`config.mk`:
```
export PLATFORM = sky130hd
export DESIGN_NAME = ext_regbank
export DESIGN_NICKNAME = d
export VERILOG_FILES = /design/src/rtl/ext_regbank_pkg.sv /design/src/rtl/ext_regbank_fsm.sv /design/src/rtl/ext_regbank.sv
export SDC_FILE = /design/constraint.sdc
export NUM_CORES = 1
export LEC_CHECK = 0
export CAP_MARGIN = 20
export CELL_PAD_IN_SITES_DETAIL_PLACEMENT = 1
export CELL_PAD_IN_SITES_GLOBAL_PLACEMENT = 1
export CORE_ASPECT_RATIO = 2
export CORE_MARGIN = 2
export CORE_UTILIZATION = 40
export DETAILED_ROUTE_END_ITERATION = 10
export HOLD_SLACK_MARGIN = 0.03
export PLACE_DENSITY_LB_ADDON = 0.1
export SYNTH_ARGS = -nofsm -noshare
export SYNTH_HDL_FRONTEND = slang
export SYNTH_SLANG_ARGS = --single-unit
```
`constraint.sdc`:
```
create_clock -name clk -period 6.5 [get_ports clk]
set_clock_uncertainty 0.15 [all_clocks]
set_input_delay 1.625 -clock clk [delete_from_list [all_inputs] [get_ports clk]]
set_output_delay 1.625 -clock clk [all_outputs]
set_load 0.02 [all_outputs]
```
`src/rtl/ext_regbank_pkg.sv`:
```
// Shared types and default geometry for the ext_regbank register bank.
package ext_regbank_pkg;

  typedef enum logic [1:0] {
    IDLE   = 2'd0,
    ACCESS = 2'd1,
    DONE   = 2'd2
  } state_e;

  localparam int DEF_DATA_W   = 16;
  localparam int DEF_ADDR_W   = 16;
  localparam int DEF_DEPTH    = 16;
  localparam int DEF_NUM_HW   = 4;
  localparam int DEF_HW_BASE  = 1;
  localparam int DEF_STAT_IDX = 9;
  localparam int DEF_MASK_IDX = 10;

endpackage

```
`src/rtl/ext_regbank_fsm.sv`:
```
// Four-phase bus handshake: one ACCESS cycle per chip-select, commit strobes
// are single-cycle and never repeat while cs stays high in DONE.
module ext_regbank_fsm
  import ext_regbank_pkg::*;
(
  input  logic   i_clk,
  input  logic   i_rst_n,
  input  logic   i_cs,
  input  logic   i_read,
  output logic   o_ready,
  output logic   o_commit_wr,
  output logic   o_commit_rd,
  output state_e o_state
);

  state_e r_state;
  logic   r_ready;
  logic   r_commit_wr;
  logic   r_commit_rd;

  // Handshake state plus registered ready and commit strobes
  always_ff @(posedge i_clk or negedge i_rst_n) begin
    if (!i_rst_n) begin
      r_state     <= IDLE;
      r_ready     <= 1'b1;
      r_commit_wr <= 1'b0;
      r_commit_rd <= 1'b0;
    end else begin
      r_commit_wr <= 1'b0;
      r_commit_rd <= 1'b0;
      case (r_state)
        IDLE: begin
          if (i_cs) begin
            r_state     <= ACCESS;
            r_ready     <= 1'b0;
            r_commit_wr <= ~i_read;
            r_commit_rd <= i_read;
          end
        end
        ACCESS: begin
          r_state <= DONE;
          r_ready <= 1'b1;
        end
        DONE: begin
          if (!i_cs) begin
            r_state <= IDLE;
          end
        end
        default: begin
          r_state <= IDLE;
          r_ready <= 1'b1;
        end
      endcase
    end
  end

  assign o_ready     = r_ready;
  assign o_commit_wr = r_commit_wr;
  assign o_commit_rd = r_commit_rd;
  assign o_state     = r_state;

endmodule

```
`src/rtl/ext_regbank.sv`:
```
// Memory-mapped peripheral register bank with HW-owned slots and sticky W1C status.
// Optional registered interrupt output enabled by defining EXT_REGBANK_IRQ_EN.
module ext_regbank
  import ext_regbank_pkg::*;
#(
  parameter int DATA_W   = DEF_DATA_W,
  parameter int ADDR_W   = DEF_ADDR_W,
  parameter int DEPTH    = DEF_DEPTH,
  parameter int NUM_HW   = DEF_NUM_HW,
  parameter int HW_BASE  = DEF_HW_BASE,
  parameter int STAT_IDX = DEF_STAT_IDX,
  parameter int MASK_IDX = DEF_MASK_IDX
) (
  input  logic                     clk,
  input  logic                     Ireset_n,
  input  logic                     cs,
  input  logic                     read,
  input  logic [ADDR_W-1:0]        address,
  input  logic [DATA_W-1:0]        wdata,
  output logic [DATA_W-1:0]        rdata,
  output logic                     ready,
  output logic                     err,
  input  logic [NUM_HW-1:0]        hw_we,
  input  logic [NUM_HW*DATA_W-1:0] hw_wdata,
  input  logic [DATA_W-1:0]        evt,
  output logic [DEPTH*DATA_W-1:0]  regs_out,
  output logic                     irq
);

  localparam int AW = $clog2(DEPTH);

  state_e            w_state;
  logic              w_commit_wr;
  logic              w_commit_rd;
  logic [ADDR_W-1:0] r_addr;
  logic [DATA_W-1:0] r_wdata;
  logic [DATA_W-1:0] r_rdata;
  logic              r_err;
  logic [DATA_W-1:0] r_regs [DEPTH];
  logic [DATA_W-1:0] w_next [DEPTH];
  logic              w_in_range;
  logic [AW-1:0]     w_idx;

  ext_regbank_fsm u_fsm (
    .i_clk       (clk),
    .i_rst_n     (Ireset_n),
    .i_cs        (cs),
    .i_read      (read),
    .o_ready     (ready),
    .o_commit_wr (w_commit_wr),
    .o_commit_rd (w_commit_rd),
    .o_state     (w_state)
  );

  assign w_in_range = ((r_addr >> AW) == {ADDR_W{1'b0}});
  assign w_idx      = r_addr[AW-1:0];

  // Latch the request in IDLE; produce read data and error at the commit edge
  always_ff @(posedge clk or negedge Ireset_n) begin
    if (!Ireset_n) begin
      r_addr  <= {ADDR_W{1'b0}};
      r_wdata <= {DATA_W{1'b0}};
      r_rdata <= {DATA_W{1'b0}};
      r_err   <= 1'b0;
    end else begin
      if (w_state == IDLE && cs) begin
        r_addr  <= address;
        r_wdata <= wdata;
      end
      if (w_commit_wr || w_commit_rd) begin
        r_err   <= ~w_in_range;
        r_rdata <= (w_commit_rd && w_in_range) ? r_regs[w_idx] : {DATA_W{1'b0}};
      end else if (w_state == DONE && !cs) begin
        r_rdata <= {DATA_W{1'b0}};
        r_err   <= 1'b0;
      end
    end
  end

  assign rdata = r_rdata;
  assign err   = r_err;

  for (genvar k = 0; k < DEPTH; k++) begin : g_reg
    if (k >= HW_BASE && k < HW_BASE + NUM_HW) begin : g_hw
      // Bus writes never reach HW-owned slots; only the peripheral load strobe does
      assign w_next[k] = hw_we[k-HW_BASE] ? hw_wdata[(k-HW_BASE)*DATA_W +: DATA_W] : r_regs[k];
    end else if (k == STAT_IDX) begin : g_stat
      logic w_hit;
      assign w_hit     = w_commit_wr && w_in_range && (w_idx == AW'(k));
      assign w_next[k] = (w_hit ? (r_regs[k] & ~r_wdata) : r_regs[k]) | evt;
    end else if (k == MASK_IDX) begin : g_mask
      logic w_hit;
      assign w_hit     = w_commit_wr && w_in_range && (w_idx == AW'(k));
      assign w_next[k] = w_hit ? r_wdata : r_regs[k];
    end else begin : g_plain
      logic w_hit;
      assign w_hit     = w_commit_wr && w_in_range && (w_idx == AW'(k));
      assign w_next[k] = w_hit ? r_wdata : r_regs[k];
    end
    assign regs_out[k*DATA_W +: DATA_W] = r_regs[k];
  end

  // Register array storage
  always_ff @(posedge clk or negedge Ireset_n) begin
    if (!Ireset_n) begin
      for (int k = 0; k < DEPTH; k++) begin
        r_regs[k] <= {DATA_W{1'b0}};
      end
    end else begin
      for (int k = 0; k < DEPTH; k++) begin
        r_regs[k] <= w_next[k];
      end
    end
  end

`ifdef EXT_REGBANK_IRQ_EN
  logic r_irq;

  // Interrupt follows masked status one edge later
  always_ff @(posedge clk or negedge Ireset_n) begin
    if (!Ireset_n) begin
      r_irq <= 1'b0;
    end else begin
      r_irq <= |(r_regs[AW'(STAT_IDX)] & r_regs[AW'(MASK_IDX)]);
    end
  end

  assign irq = r_irq;
`else
  assign irq = 1'b0;
`endif

endmodule
```
[After elaboration in Yosys (flattened, before gate mapping)]
Index checks and enable logic that the tools add are counted.
Widths: inputs -> output; s select.
Cells by class
  order comparisons: 1
  equality and inequality tests: 15
  mux-type cells: 18
  bitwise logic cells: 7
  reduce and logical (&&, ||, !) cells: 24
Operator list (count)
  $mux 16: 6
  $bmux 16 s4: 1
  $eq 4x4->1 const B: 8
  $and 16x16->16: 1
  $logic_and 1x1->1: 16
  $logic_not 16->1: 1
  $not 16->16: 1
  $or 16x16->16: 1
  $eq 4x3->1 const B: 3
  $mux 1: 7
  $pmux 2 s3: 1
  $ge 5x5->1 const B: 1
  $not 4->5: 1
  $logic_not 4->1: 1
  $mux 2: 2
  $ne 2x2->1 const B: 2
  $reduce_and 2->1: 2
  $not 1->1: 3
  $eq 2x1->1 const B: 1
  $eq 2x2->1 const B: 1
  $logic_not 2->1: 1
  $pmux 1 s2: 1
  $reduce_bool 2->1: 1
  $logic_not 1->1: 1
  $logic_or 1x1->1: 1
Word-level totals
  register bits after elaboration: 310
  input port bits: 120
  word-level logic and storage cells: 89

[Longest topological paths before layout]
  word-level depth: 6
  gate-level depth with buffers: 7

[Cells and area by module]
A second synthesis with hierarchy kept.
Second synthesis, totals
  cells, all modules: 876
  area total of the unflattened synthesis: 13785.7 um^2
By module, submodules not included
  ext_regbank: instances 1, cells each 864, area an instance 13608.1 um^2
  ext_regbank_fsm: instances 1, cells each 12, area an instance 177.7 um^2

[Least setup slack after synthesis]
Ideal clock, no wire load.
  path kind: input to register
  from: input port cs
  to: register r_addr[0]
  setup time: 0.125 ns
  arrival: 2.835 ns
  required time: 6.225 ns
  slack: 3.391 ns
  stages on the path: 4
  path through: nor3b_1 clkbuf_1 clkbuf_1 mux2_2
On the way
  longest elaborated chain between the ends: 1
RTL lines
  start, declared: line ext_regbank.sv:16  | input logic cs,
  $logic_and 1x1->1: line ext_regbank.sv:66  | if (w_state == IDLE && cs) begin
  end signal, assigned: line ext_regbank.sv:61  | r_addr <= {ADDR_W{1'b0}};
  end signal, assigned: line ext_regbank.sv:67  | r_addr <= address;
  end, declared: line ext_regbank.sv:35  | logic [ADDR_W-1:0] r_addr;
Every way passes these cells.
A chain may end at the register's enable or synchronous reset.

[Worst setup path after layout]
  from: register u_fsm.r_ready (netlist: u_fsm.o_ready)
  to: output port ready
RTL lines
  start, declared: line ext_regbank_fsm.sv:17  | logic r_ready;
  start signal, assigned: line ext_regbank_fsm.sv:25  | r_ready <= 1'b1;
  start signal, assigned: line ext_regbank_fsm.sv:35  | r_ready <= 1'b0;
  start signal, assigned: line ext_regbank_fsm.sv:42  | r_ready <= 1'b1;
  end, declared: line ext_regbank.sv:21  | output logic ready,
No word-level cell between the ends.

==> results.sh <==
export IMPL_p_int_mw=3.769
export IMPL_postCtsSetupBuffers=0
export IMPL_hold_violations=0
export IMPL_final_max_slew_viol_count=0
export IMPL_dp_final_hpwl_mm=35.92
export IMPL_first_global_vias=10510
export IMPL_routed_via_density=5.433
export IMPL_clkTransAtPathRegs_ps=70
export IMPL_clockBufferDepth=3
export IMPL_worst_ep_arrival_time_ps=1700
export IMPL_worst_pin_slew_ps=1152
export IMPL_ctsHtreeMaxLevel=1
export IMPL_syn_nets=1052
export IMPL_hold_depth=2
export IMPL_ant_nets=0
export IMPL_powerDensity_mw_per_mm2=303.4
export IMPL_post_cts_resized=0
export IMPL_die_h_um=266.5
export IMPL_num_io_pins=395
export IMPL_portBuffers=393
export IMPL_path_class="flop to output port"
export IMPL_post_dp_cell_area_sq_mm=0.01803
export IMPL_critical_path_slowest_cell="clkdlybuf4s50_1"
export IMPL_synth_seq_cells=310
export IMPL_syn_area_sq_mm=0.01378
export IMPL_cts_num_sinks=310
export IMPL_post_drt_wl_per_cell_um=27.90
export IMPL_min_from="rdata[3]"
export IMPL_fmax_mhz=287.4
export IMPL_comb_power_share_pct=25.8
export IMPL_rr_startpoint="r_addr[3]"
export IMPL_cts_hold_buf=0
export IMPL_timing_hold_ws_ps=322.5
export IMPL_status="completed"
export IMPL_fin_nets=1413
export IMPL_power_total_mw=5.767
export IMPL_fin_area_sq_mm=0.01901
export IMPL_p_switching_mw=1.998
export IMPL_async_flop_share_pct=100.0
export IMPL_drive_above_1_share_pct=29.54
export IMPL_peakVddDrop_mv=0.2540
export IMPL_hold_path_class="flop to flop"
export IMPL_crit_buf_inv=1
export IMPL_r2r_end="regs_out[136]"
export IMPL_firstDrtPassIters=4
export IMPL_dieArea_sq_mm=0.03604
export IMPL_drc=0
export IMPL_p_clk_share_pct=30.1
export IMPL_routabilityCongestion=0.8467
export IMPL_fp_dieW_um=135.2
export IMPL_fin_setup_tns_ps=0
export IMPL_path_delay_family="buffers and inverters"
export IMPL_grt_max_degree=137
export IMPL_p_leak_nw=8.353
export IMPL_core_sq_mm=0.03411
export IMPL_fin_crit_ps=3480
export IMPL_rsz0062_at_grt="no"
export IMPL_area_growth_pct=37.98
export IMPL_max_cap_violations=0
export IMPL_clk_insertion_delay_late_ps=570
export IMPL_crit_fanout=2
export IMPL_antenna_found_initial=1
export IMPL_slowest_delay_ps=600
export IMPL_synth_edff_count=0
export IMPL_ys_seq_area_share_pct=56.31
export IMPL_post_route_util_pct=55.73
export IMPL_crit_start="u_fsm.o_ready"
export IMPL_cp_start_kind="flop"
export IMPL_r2r_worst_path_cells=4
export IMPL_rrSetupSlack_ps=3220
export IMPL_antenna_cells=0
export IMPL_synth_flop_cell="dfrtp_1"
export IMPL_ys_types=46
export IMPL_start_util_pct=40.39
export IMPL_multi_input_area_sq_mm=0.005654
export IMPL_yosysMostFrequentCell="dfrtp_1"
export IMPL_totalWireLength_mm=49.04
export IMPL_num_rows=96
export IMPL_cts_root_buf="clkbuf_16"
export IMPL_cts_buffers=30
export IMPL_power_share_switching_pct=34.65
export IMPL_synth_common_cells="dfrtp_1, mux2_2, mux2i_1"
export IMPL_worst_slew_margin_rel_pct=23.03
export IMPL_fin_crit_sh_pct=53.53
export IMPL_syn_avg_cell_area_sq_um=14.78
export IMPL_hold_path_end="rdata[3]"
export IMPL_synth_cells=932
export IMPL_setup_ws_ps=3020
export IMPL_end_kind="output port"
export IMPL_drtIter0Drc=371
export IMPL_yosysWarnings=0
export IMPL_num_vias=9552
export IMPL_required_ps=4720
export IMPL_crit_chain="clkdlybuf4s50_1"
export IMPL_synth_area_leader_cell="dfrtp_1"
export IMPL_synth_area_leaders="dfrtp_1, mux2_2, mux4_2, mux2i_1, mux2_4"
export IMPL_cts_tree="yes"
export IMPL_seqPwrFrac_pct=44.1
export IMPL_dp_worst_setup_slack_ps=2941
export IMPL_synth_top_cell_area_share_pct=56.12
export IMPL_grtUsageTotal_pct=27.24
export IMPL_regArea_sq_mm=0.007764
export IMPL_grt_pass1_wl_mm=71.44
export IMPL_nFillCells=3331
export IMPL_finalNonFillerCells=1758
export IMPL_setup_violations_final=0
export IMPL_place_inst=1700
export IMPL_grt_remaining_overflow=0
routing by layer:
metal	global-route usage, %	vias up	routed length (um)
met2	53.24	298	28400
met5	0	-	13
met4	9.093	2	1689
met1	28.28	5022	16230
li1	-	4160	-
met3	5.527	70	2708
flip-flops by register name (all words and copies together), names as in the netlist:
register / count
r_addr: 16
err: 1
u_fsm.o_commit_rd: 1
u_fsm.o_ready: 1
regs_out: 256
rdata: 16
u_fsm.o_state: 2
r_wdata: 16
u_fsm.o_commit_wr: 1
layout by cell type, fill, tap and decap left out, types with 17 or more instances in the layout:
master,n
a22oi_1,28
clkbuf_16,31
clkdlybuf4s50_1,392
dfrtp_1,307
mux2_2,253
mux2_4,20
mux2i_1,58
mux4_2,34
nand2_1,20
nand3_1,17
nor2_1,21
worst register-to-register path, cell delays in order, from the launching register on:
cell     delay (ps)
dfrtp_1         720
and3b_1         310
and4_2          590
nand2_1         830
mux2_2          560
worst max-delay path by stage:
stage	slack (ps)	endpoint	depth (start not counted)
2_1_floorplan	3390	r_addr[0]	4
3_3_place_gp	2970	regs_out[75]	2
3_5_place_dp	2940	regs_out[76]	2
4_1_cts	2990	regs_out[53]	1
5_1_grt	2980	ready	1
6_report	3020	ready	1
layout make-up:
cell class	count	area share (%)
Inverter	2	0.03949
Sequential cell	310	40.84
Timing Repair Buffer	408	21.40
Clock buffer	48	4.837
Multi-Input combinational cell	541	29.74
Tap cell	441	2.902
Clock inverter	8	0.2435
power by group through the flow:
stage	logic, mW	clock network (mW)	registers [mW]
6_report	1.49	1.74	2.54
5_1_grt	1.59	1.85	2.58
4_1_cts	1.51	1.78	2.55
3_5_place_dp	1.51	0	2.59
3_3_place_gp	1.49	0	2.58
2_1_floorplan	1.08	0	2.28
logic make-up after synthesis:
family | synth area share, %
other | 0.02722
multiplexers | 32.63
flip-flops | 56.31
buffers and inverters | 2.833
AND/OR/NAND/NOR | 3.732
AO/OA/AOI/OAI | 4.468
No activity file was read; power rests on OpenSTA's default activity.
